`config.mk`:
```
export PLATFORM = sky130hd
export DESIGN_NAME = driver_cntrl_mc
export DESIGN_NICKNAME = d
export VERILOG_FILES = /design/src/rtl/driver_cntrl_mc.sv
export SDC_FILE = /design/constraint.sdc
export NUM_CORES = 1
export LEC_CHECK = 0
export ABC_AREA = 1
export BUFFER_PORTS_ARGS = -buffer_cell sky130_fd_sc_hd__buf_2
export CORE_AREA = 2 2 287 289
export CTS_BUF_LIST = sky130_fd_sc_hd__clkbuf_16
export DETAILED_ROUTE_END_ITERATION = 6
export DIE_AREA = 0 0 289 291
export GPL_TIMING_DRIVEN = 0
export HOLD_SLACK_MARGIN = 0.02
export SYNTH_ARGS = -nofsm -noshare
export SYNTH_HDL_FRONTEND = slang
export SYNTH_SLANG_ARGS = --single-unit
```
`constraint.sdc`:
```
create_clock -name clk -period 2.6 [get_ports clk]
set_clock_uncertainty 0.2 [all_clocks]
set_input_delay 0.52 -clock clk [delete_from_list [all_inputs] [get_ports clk]]
set_output_delay 0.52 -clock clk [all_outputs]
set_load 0.005 [all_outputs]
```
`src/rtl/driver_cntrl_mc.sv`:
```
// driver_cntrl_mc: multi-channel driver control/status block with program FSM, push FIFOs,
// thresholds, monitor bins and interrupt. Define DRIVER_CNTRL_WDOG_EN to add the program watchdog.
module driver_cntrl_mc #(
  parameter int unsigned NUM_CH     = 2,
  parameter int unsigned CNT_W      = 16,
  parameter int unsigned NUM_MON    = 16,
  parameter int unsigned DEF_THRESH = 820
) (
  input  logic                              clk,
  input  logic                              reset,
  input  logic [15:0]                       slave_addr,
  input  logic                              slave_rd,
  input  logic                              slave_wr,
  input  logic [31:0]                       slave_data_in,
  output logic [31:0]                       slave_data_out,
  output logic [NUM_CH-1:0]                 ch_fifo_wr,
  output logic [NUM_CH*32-1:0]              ch_fifo_din,
  input  logic [NUM_CH-1:0]                 ch_overrun,
  input  logic [NUM_CH-1:0]                 ch_underrun,
  input  logic [NUM_CH*CNT_W-1:0]           ch_words,
  output logic [NUM_CH*16-1:0]              ch_threshold,
  input  logic [NUM_CH*NUM_MON*CNT_W-1:0]   mon_cnts,
  output logic [NUM_CH-1:0]                 freeze_ch,
  output logic                              active_program,
  output logic                              end_program,
  output logic                              irq
);

  localparam int unsigned CMP_W = (CNT_W > 16) ? CNT_W : 16;
  localparam int unsigned IRQ_W = 2 + NUM_CH;

  typedef enum logic [2:0] {
    S_IDLE   = 3'd0,
    S_ACTIVE = 3'd1,
    S_FROZEN = 3'd2,
    S_DONE   = 3'd3,
    S_ERROR  = 3'd4
  } state_t;

  state_t state_q, state_d;

  // Address decode
  logic [13:0] word_addr;
  logic        ch_region, mon_region;
  logic [2:0]  ch_sel, ch_off, mon_ch;
  logic [5:0]  mon_bin;
  logic        unused_addr_lsb;

  assign word_addr       = slave_addr[15:2];
  assign ch_region       = (slave_addr[15:8] == 8'h01);
  assign ch_sel          = slave_addr[7:5];
  assign ch_off          = slave_addr[4:2];
  assign mon_region      = (slave_addr[15:11] == 5'b00001);
  assign mon_ch          = slave_addr[10:8];
  assign mon_bin         = slave_addr[7:2];
  assign unused_addr_lsb = ^slave_addr[1:0];

  logic ctrl_wr, irq_en_wr, irq_stat_wr;
  logic run_p, end_p, abort_p, frz_p, clr_p;

  assign ctrl_wr     = slave_wr && (word_addr == 14'h0000);
  assign irq_en_wr   = slave_wr && (word_addr == 14'h0002);
  assign irq_stat_wr = slave_wr && (word_addr == 14'h0003);
  assign run_p       = ctrl_wr && slave_data_in[0];
  assign end_p       = ctrl_wr && slave_data_in[1];
  assign abort_p     = ctrl_wr && slave_data_in[2];
  assign frz_p       = ctrl_wr && slave_data_in[3];
  assign clr_p       = ctrl_wr && slave_data_in[4];

  logic [NUM_CH-1:0] push_hit, thr_hit, frzr_hit;

  always_comb begin
    push_hit = '0;
    thr_hit  = '0;
    frzr_hit = '0;
    for (int c = 0; c < NUM_CH; c++) begin
      if (slave_wr && ch_region && (ch_sel == 3'(c))) begin
        push_hit[c] = (ch_off == 3'd0);
        thr_hit[c]  = (ch_off == 3'd1);
        frzr_hit[c] = (ch_off == 3'd3);
      end
    end
  end

  logic [NUM_CH-1:0] fault_ch;
  logic              wdog_hit, wdog_cause, err_det;

  assign fault_ch = ch_overrun | ch_underrun;
  assign err_det  = (|fault_ch) || wdog_hit;

  always_ff @(posedge clk or negedge reset) begin
    if (!reset) state_q <= S_IDLE;
    else        state_q <= state_d;
  end

  // Next state, priority abort > error > end > freeze > run
  logic              active_d, end_d;
  logic [NUM_CH-1:0] frz_reg_q, frz_reg_d, freeze_d;

  always_comb begin
    state_d   = state_q;
    active_d  = 1'b0;
    end_d     = 1'b0;
    frz_reg_d = frz_reg_q;
    for (int c = 0; c < NUM_CH; c++) begin
      if (frzr_hit[c]) frz_reg_d[c] = slave_data_in[0];
    end
    case (state_q)
      S_IDLE:   if (run_p) state_d = S_ACTIVE;
      S_ACTIVE: begin
        if (abort_p)      state_d = S_IDLE;
        else if (err_det) state_d = S_ERROR;
        else if (end_p)   state_d = S_DONE;
        else if (frz_p)   state_d = S_FROZEN;
      end
      S_FROZEN: begin
        if (abort_p)    state_d = S_IDLE;
        else if (end_p) state_d = S_DONE;
        else if (frz_p) state_d = S_ACTIVE;
      end
      S_DONE: begin
        if (abort_p)    state_d = S_IDLE;
        else if (run_p) state_d = S_ACTIVE;
      end
      S_ERROR:  if (abort_p || clr_p) state_d = S_IDLE;
      default:  state_d = S_IDLE;
    endcase
    active_d = (state_d == S_ACTIVE) || (state_d == S_FROZEN);
    end_d    = (state_d == S_DONE);
    freeze_d = (state_d == S_FROZEN) ? '1 : frz_reg_d;
  end

`ifdef DRIVER_CNTRL_WDOG_EN
  // Watchdog: counts ACTIVE cycles since program start or the last push
  logic        wdog_wr;
  logic [31:0] wdog_limit_q, wdog_cnt_q;
  logic        wdog_cause_q;

  assign wdog_wr    = slave_wr && (word_addr == 14'h0004);
  assign wdog_hit   = (state_q == S_ACTIVE) && (wdog_limit_q != 32'd0) && (wdog_cnt_q == wdog_limit_q);
  assign wdog_cause = wdog_cause_q;

  always_ff @(posedge clk or negedge reset) begin
    if (!reset) begin
      wdog_limit_q <= '0;
      wdog_cnt_q   <= '0;
      wdog_cause_q <= 1'b0;
    end else begin
      if (wdog_wr) wdog_limit_q <= slave_data_in;
      if ((state_q == S_IDLE || state_q == S_DONE) && state_d == S_ACTIVE) wdog_cnt_q <= '0;
      else if (|push_hit)           wdog_cnt_q <= '0;
      else if (state_q == S_ACTIVE) wdog_cnt_q <= wdog_cnt_q + 32'd1;
      if (state_q == S_ERROR && clr_p) wdog_cause_q <= 1'b0;
      else if (state_q == S_ACTIVE && state_d == S_ERROR && wdog_hit) wdog_cause_q <= 1'b1;
    end
  end
`else
  assign wdog_hit   = 1'b0;
  assign wdog_cause = 1'b0;
`endif

  // Threshold crossing detect: high-or-equal last cycle, below now
  logic [NUM_CH-1:0] above_now, above_q, cross_ev;

  for (genvar g = 0; g < NUM_CH; g++) begin : g_cmp
    assign above_now[g] = CMP_W'(ch_words[g*CNT_W +: CNT_W]) >= CMP_W'(ch_threshold[g*16 +: 16]);
  end
  assign cross_ev = above_q & ~above_now;

  logic [IRQ_W-1:0]  irq_en_q, irq_stat_q, irq_stat_d, set_ev;
  logic [NUM_CH-1:0] err_mask_q;
  logic              ev_done, ev_err;

  assign ev_done = (state_d == S_DONE)  && (state_q != S_DONE);
  assign ev_err  = (state_d == S_ERROR) && (state_q != S_ERROR);
  assign set_ev  = {cross_ev, ev_err, ev_done};

  always_comb begin
    irq_stat_d = irq_stat_q;
    if (irq_stat_wr) irq_stat_d = irq_stat_q & ~slave_data_in[IRQ_W-1:0];
    irq_stat_d = irq_stat_d | set_ev;
  end

  always_ff @(posedge clk or negedge reset) begin
    if (!reset) begin
      ch_fifo_wr     <= '0;
      ch_fifo_din    <= '0;
      ch_threshold   <= {NUM_CH{16'(DEF_THRESH)}};
      frz_reg_q      <= '0;
      freeze_ch      <= '0;
      active_program <= 1'b0;
      end_program    <= 1'b0;
      above_q        <= '0;
      irq_en_q       <= '0;
      irq_stat_q     <= '0;
      irq            <= 1'b0;
      err_mask_q     <= '0;
    end else begin
      ch_fifo_wr <= push_hit;
      for (int c = 0; c < NUM_CH; c++) begin
        if (push_hit[c]) ch_fifo_din[c*32 +: 32]  <= slave_data_in;
        if (thr_hit[c])  ch_threshold[c*16 +: 16] <= slave_data_in[15:0];
      end
      frz_reg_q      <= frz_reg_d;
      freeze_ch      <= freeze_d;
      active_program <= active_d;
      end_program    <= end_d;
      above_q        <= above_now;
      if (irq_en_wr) irq_en_q <= slave_data_in[IRQ_W-1:0];
      irq_stat_q     <= irq_stat_d;
      irq            <= |(irq_stat_q & irq_en_q);
      if (state_q == S_ERROR && clr_p) err_mask_q <= '0;
      else if (state_q == S_ACTIVE && state_d == S_ERROR) err_mask_q <= err_mask_q | fault_ch;
    end
  end

  // Read mux; registered on slave_rd so a same-cycle write is not visible
  logic [31:0] rd_data;

  always_comb begin
    rd_data = '0;
    if (word_addr == 14'h0001) begin
      rd_data = {15'd0, wdog_cause, 8'(err_mask_q), 5'd0, state_q};
    end else if (word_addr == 14'h0002) begin
      rd_data = 32'(irq_en_q);
    end else if (word_addr == 14'h0003) begin
      rd_data = 32'(irq_stat_q);
`ifdef DRIVER_CNTRL_WDOG_EN
    end else if (word_addr == 14'h0004) begin
      rd_data = wdog_limit_q;
`endif
    end else if (ch_region) begin
      for (int c = 0; c < NUM_CH; c++) begin
        if (ch_sel == 3'(c)) begin
          case (ch_off)
            3'd0:    rd_data = ch_fifo_din[c*32 +: 32];
            3'd1:    rd_data = {16'd0, ch_threshold[c*16 +: 16]};
            3'd2:    rd_data = 32'(ch_words[c*CNT_W +: CNT_W]);
            3'd3:    rd_data = {31'd0, frz_reg_q[c]};
            default: rd_data = '0;
          endcase
        end
      end
    end else if (mon_region) begin
      for (int c = 0; c < NUM_CH; c++) begin
        if (mon_ch == 3'(c) && 32'(mon_bin) < NUM_MON)
          rd_data = 32'(mon_cnts[(c*NUM_MON + int'(mon_bin))*CNT_W +: CNT_W]);
      end
    end
  end

  always_ff @(posedge clk or negedge reset) begin
    if (!reset)        slave_data_out <= '0;
    else if (slave_rd) slave_data_out <= rd_data;
  end

endmodule

```
==> qor.json <==
{
  "global_routing": {
    "grt_pass1_wl_mm": 137,
    "grtUsageMet3_pct": 4.55,
    "globalRoute.totalOverflow": 0,
    "grtUsageMet2_pct": 42.1,
    "grt_usage_pct": 23.5,
    "grt.busiest_layer": "met2",
    "first_global_vias": 17600,
    "groute.layer.met1.usage_pct": 27.2,
    "initial_antenna_violation_count": 68,
    "grt_start_max_net_pins": 113
  },
  "sta": {
    "finalHoldViolations": 0,
    "max_transition_margin_pct": 49.4,
    "holdWs_ps": 131,
    "grt_setup_unrepaired": "false",
    "worstMarginPinSlew_ps": 755,
    "timing_max_transition_violations_final": 0,
    "setup_viol": 0,
    "final_min_period_over_clock_period_pct": 97.8,
    "fin_tns_setup_ps": 0,
    "min_period_ps": 2540,
    "fmaxAchievable_mhz": 393
  },
  "critical_path": {
    "setup.worst_path.class": "in -> reg",
    "worst_ep_arrival_time_ps": 2680,
    "crit_path_cell_trace": "buf_4, buf_12, nand2_8, inv_2, buf_8, buf_12, nand2_1, nand3_1, o211ai_1, nand3_2, nand3_4, nand2_2, nand2_2, nand2_1",
    "timing.critical_path.to_type": "flip-flop",
    "critical_path_peak_fanout": 10,
    "timing.critical_path.required_ps": 2740,
    "worst_path_max_delay_cell": "sky130_fd_sc_hd__o211ai_1",
    "critical_path.startpoint_type": "primary input",
    "cp_slowest_stage_delay_ps": 630
  },
  "synth": {
    "synthArstFlopShare_pct": 100,
    "synthDominantCellAreaShare_pct": 32.3,
    "ys_types": 39,
    "seq_area_frac_synth_pct": 29.8,
    "mappedNetlistArea_um2": 12800,
    "post_synth.cell_area_avg_um2": 5.88,
    "postSynth.topFlopCell": "sky130_fd_sc_hd__dfrtp_1",
    "postSynthRegisterBits": 152,
    "syn_inst": 2176,
    "synth_enable_flop_cells": 0,
    "synthTopCellsByArea": "sky130_fd_sc_hd__nand2_1, sky130_fd_sc_hd__dfrtp_1, sky130_fd_sc_hd__nand3_1",
    "synth_fp_nets": 2808,
    "synth.yosys.warnings": 0,
    "synth_top_area_cell": "sky130_fd_sc_hd__nand2_1"
  },
  "clocking": {
    "htree_levels": 4,
    "root_buffer": "sky130_fd_sc_hd__clkbuf_16",
    "clk_latency_ps": 450,
    "cts_max_path_buffers": 2,
    "cts-buffers-inserted": 17,
    "clkSinkCount": 152,
    "tritoncts_clock_tree": "done",
    "worst_setup_hold_path_clk_slew_ps": 70
  },
  "layout": {
    "final_core_utilization_pct": 23.3,
    "design.final.nets": 3574,
    "drive_gt1_share_pct": 31.3,
    "layout_common_cells": "sky130_fd_sc_hd__nand2_1, sky130_fd_sc_hd__buf_2, sky130_fd_sc_hd__nand3_1",
    "layout.cells.non_filler": 4052,
    "fillerInstances": 9445,
    "design_area_um2": 18900,
    "layout.cells.most_common": "sky130_fd_sc_hd__nand2_1",
    "syn2layout_area_growth_pct": 47.6
  },
  "floorplan": {
    "boundaryPins": 735,
    "placement_rows": 105,
    "initial_core_util_pct": 15.8,
    "die_area_um2": 84100,
    "core-area_um2": 81200,
    "die-width_um": 289,
    "die_y_um": 291
  },
  "detailed_routing": {
    "vias": 18200,
    "drt_pass1_iterations": 5,
    "post-route-drc-count": 0,
    "wl_per_cell_um": 25.4,
    "initialDrtViolationCount": 1466,
    "routed_via_density": 4.49,
    "routed_wl_mm": 103,
    "detail-route-antenna-nets": 0
  },
  "place": {
    "gp_routability_congestion": 0.940,
    "place.port_buffers": 728,
    "place_hpwl_mm": 85.3,
    "dp_cells": 3975,
    "dpl_cell_area_um2": 17800
  },
  "power_and_ir_drop": {
    "power_frac_seq_pct": 35.4,
    "swShare_pct": 35.8,
    "cell_internal_pwr_w": 0.00432,
    "clkPwrFrac_pct": 35.5,
    "pwr_density_cell_nw_per_um2": 356,
    "pwr-share-comb_pct": 29.1,
    "p_leak_nw": 10.1,
    "power.net_switching_w": 0.00241,
    "vdd_ir_drop_max_mv": 0.290
  },
  "worst_hold_path": {
    "hold_class": "in -> reg"
  },
  "flow_run": {
    "cap_violations": 0
  },
  "status": {
    "status": "completed"
  }
}
## registers in the layout, indices dropped and copies added (netlist names)
| register | flops |
|---|---|
| ch_threshold | 32 |
| irq_en_q | 4 |
| slave_data_out | 32 |
| active_program | 1 |
| irq_stat_q | 4 |
| err_mask_q | 2 |
| end_program | 1 |
| ch_fifo_wr | 2 |
| above_q | 2 |
| ch_fifo_din | 64 |
| freeze_ch | 2 |
| irq | 1 |
| frz_reg_q | 2 |
| state_q | 3 |
## worst paths after layout
kind | startpoint | endpoint | slack, ps | cells past startpoint
max in group asynchronous | reset | ch_threshold[11]$_DFFE_PN0P_ | 920 | 3
min reg2reg | slave_data_out[18]$_DFFE_PN0P_ | slave_data_out[18]$_DFFE_PN0P_ | 280 | 2
min | slave_data_in[16] | ch_fifo_din[16]$_DFFE_PN0P_ | 130 | 3
max | slave_addr[3] | slave_data_out[14]$_DFFE_PN0P_ | 60 | 14
min in group asynchronous | reset | slave_data_out[23]$_DFFE_PN0P_ | 360 | 2
max reg2reg | ch_threshold[9]$_DFFE_PN1P_ | irq_stat_q[2]$_DFF_PN0_ | 480 | 7
## power by group through the flow
stage               combinational (W)  clock [W]  sequential [W]
finish                        0.00196    0.00239         0.00238
global route                  0.00212    0.00253         0.00238
CTS                           0.00195    0.00245         0.00238
detailed placement            0.00188          0         0.00243
global placement              0.00187          0         0.00243
floorplan                    0.000738          0         0.00243
## synth_stat cells, types with 3 or more instances
master and number:
sky130_fd_sc_hd__a21oi_1 55, sky130_fd_sc_hd__dfstp_2 10, sky130_fd_sc_hd__a22oi_1 8, sky130_fd_sc_hd__o21a_1 4, sky130_fd_sc_hd__nand4_1 78, sky130_fd_sc_hd__inv_2 6
sky130_fd_sc_hd__nor3_1 13, sky130_fd_sc_hd__dfrtp_1 142, sky130_fd_sc_hd__nor2_2 7, sky130_fd_sc_hd__buf_4 14, sky130_fd_sc_hd__a22o_1 16, sky130_fd_sc_hd__o21ai_0 109
sky130_fd_sc_hd__o22ai_1 3, sky130_fd_sc_hd__o21ai_1 29, sky130_fd_sc_hd__nand2_1 1102, sky130_fd_sc_hd__buf_1 13, sky130_fd_sc_hd__nand3_1 165, sky130_fd_sc_hd__nor2_4 6
sky130_fd_sc_hd__ha_1 32, sky130_fd_sc_hd__nand3b_1 8, sky130_fd_sc_hd__inv_1 161, sky130_fd_sc_hd__nor2_1 80, sky130_fd_sc_hd__clkbuf_1 40, sky130_fd_sc_hd__buf_2 55
## cells by family after synthesis
logic type / count (synthesis) / share of synthesized area [%]
flops: 152 / 29.8
fa+ha+maj: 32 / 3.13
compound gates: 232 / 10.0
simple gates: 1467 / 47.4
buf+inv: 293 / 9.66
## metal layers
metal / up-vias / part of all wire [%] / routed length [um]
li1: 8509 / - / -
met1: 8575 / 39 / 39700
met2: 917 / 50 / 52000
met3: 181 / 7.0 / 7240
met4: 18 / 3.8 / 3900
met5: - / 0.12 / 126
## timing repair
item / 4_1_cts / 5_1_grt
buffers inserted: 11 / 7
endpoints found under the setup margin: 134 / 25
hold endpoints to repair: 40 / 0
hold buffers: 1 / 0
gates resized for setup: 88 / 28
cloned: 0 / 0
pin swaps: 7 / 4
## final cells by class
type                    count  area (um^2)  area share [%]
multi-input cells        1731         7860            41.6
repair buffers            748         3840            20.3
flip-flops and latches    152         3820            20.2
well taps                1070         1340            7.09
plain buffers             123          772            4.09
inverters                 169          651            3.44
clock buffers              17          425            2.25
clock inverters            15          116           0.616
diodes                     27         67.6           0.358
## stage by stage
step | worst slack, ps | power, W
after global routing | 5.92 | 0.00703
final | 58.4 | 0.00673
after CTS | -45.6 | 0.00678
after global placement | -1700 | 0.00430
after detailed placement | -1630 | 0.00431
after floorplan | 510 | 0.00316
## critical path: cells and delay by family
family,cells,cell delay [ps]
and+or+nand+nor,8,820
buffers and inverters,5,680
AOI/OAI and AO/OA,1,630
Note: power is estimated with default switching activity, not from simulation.
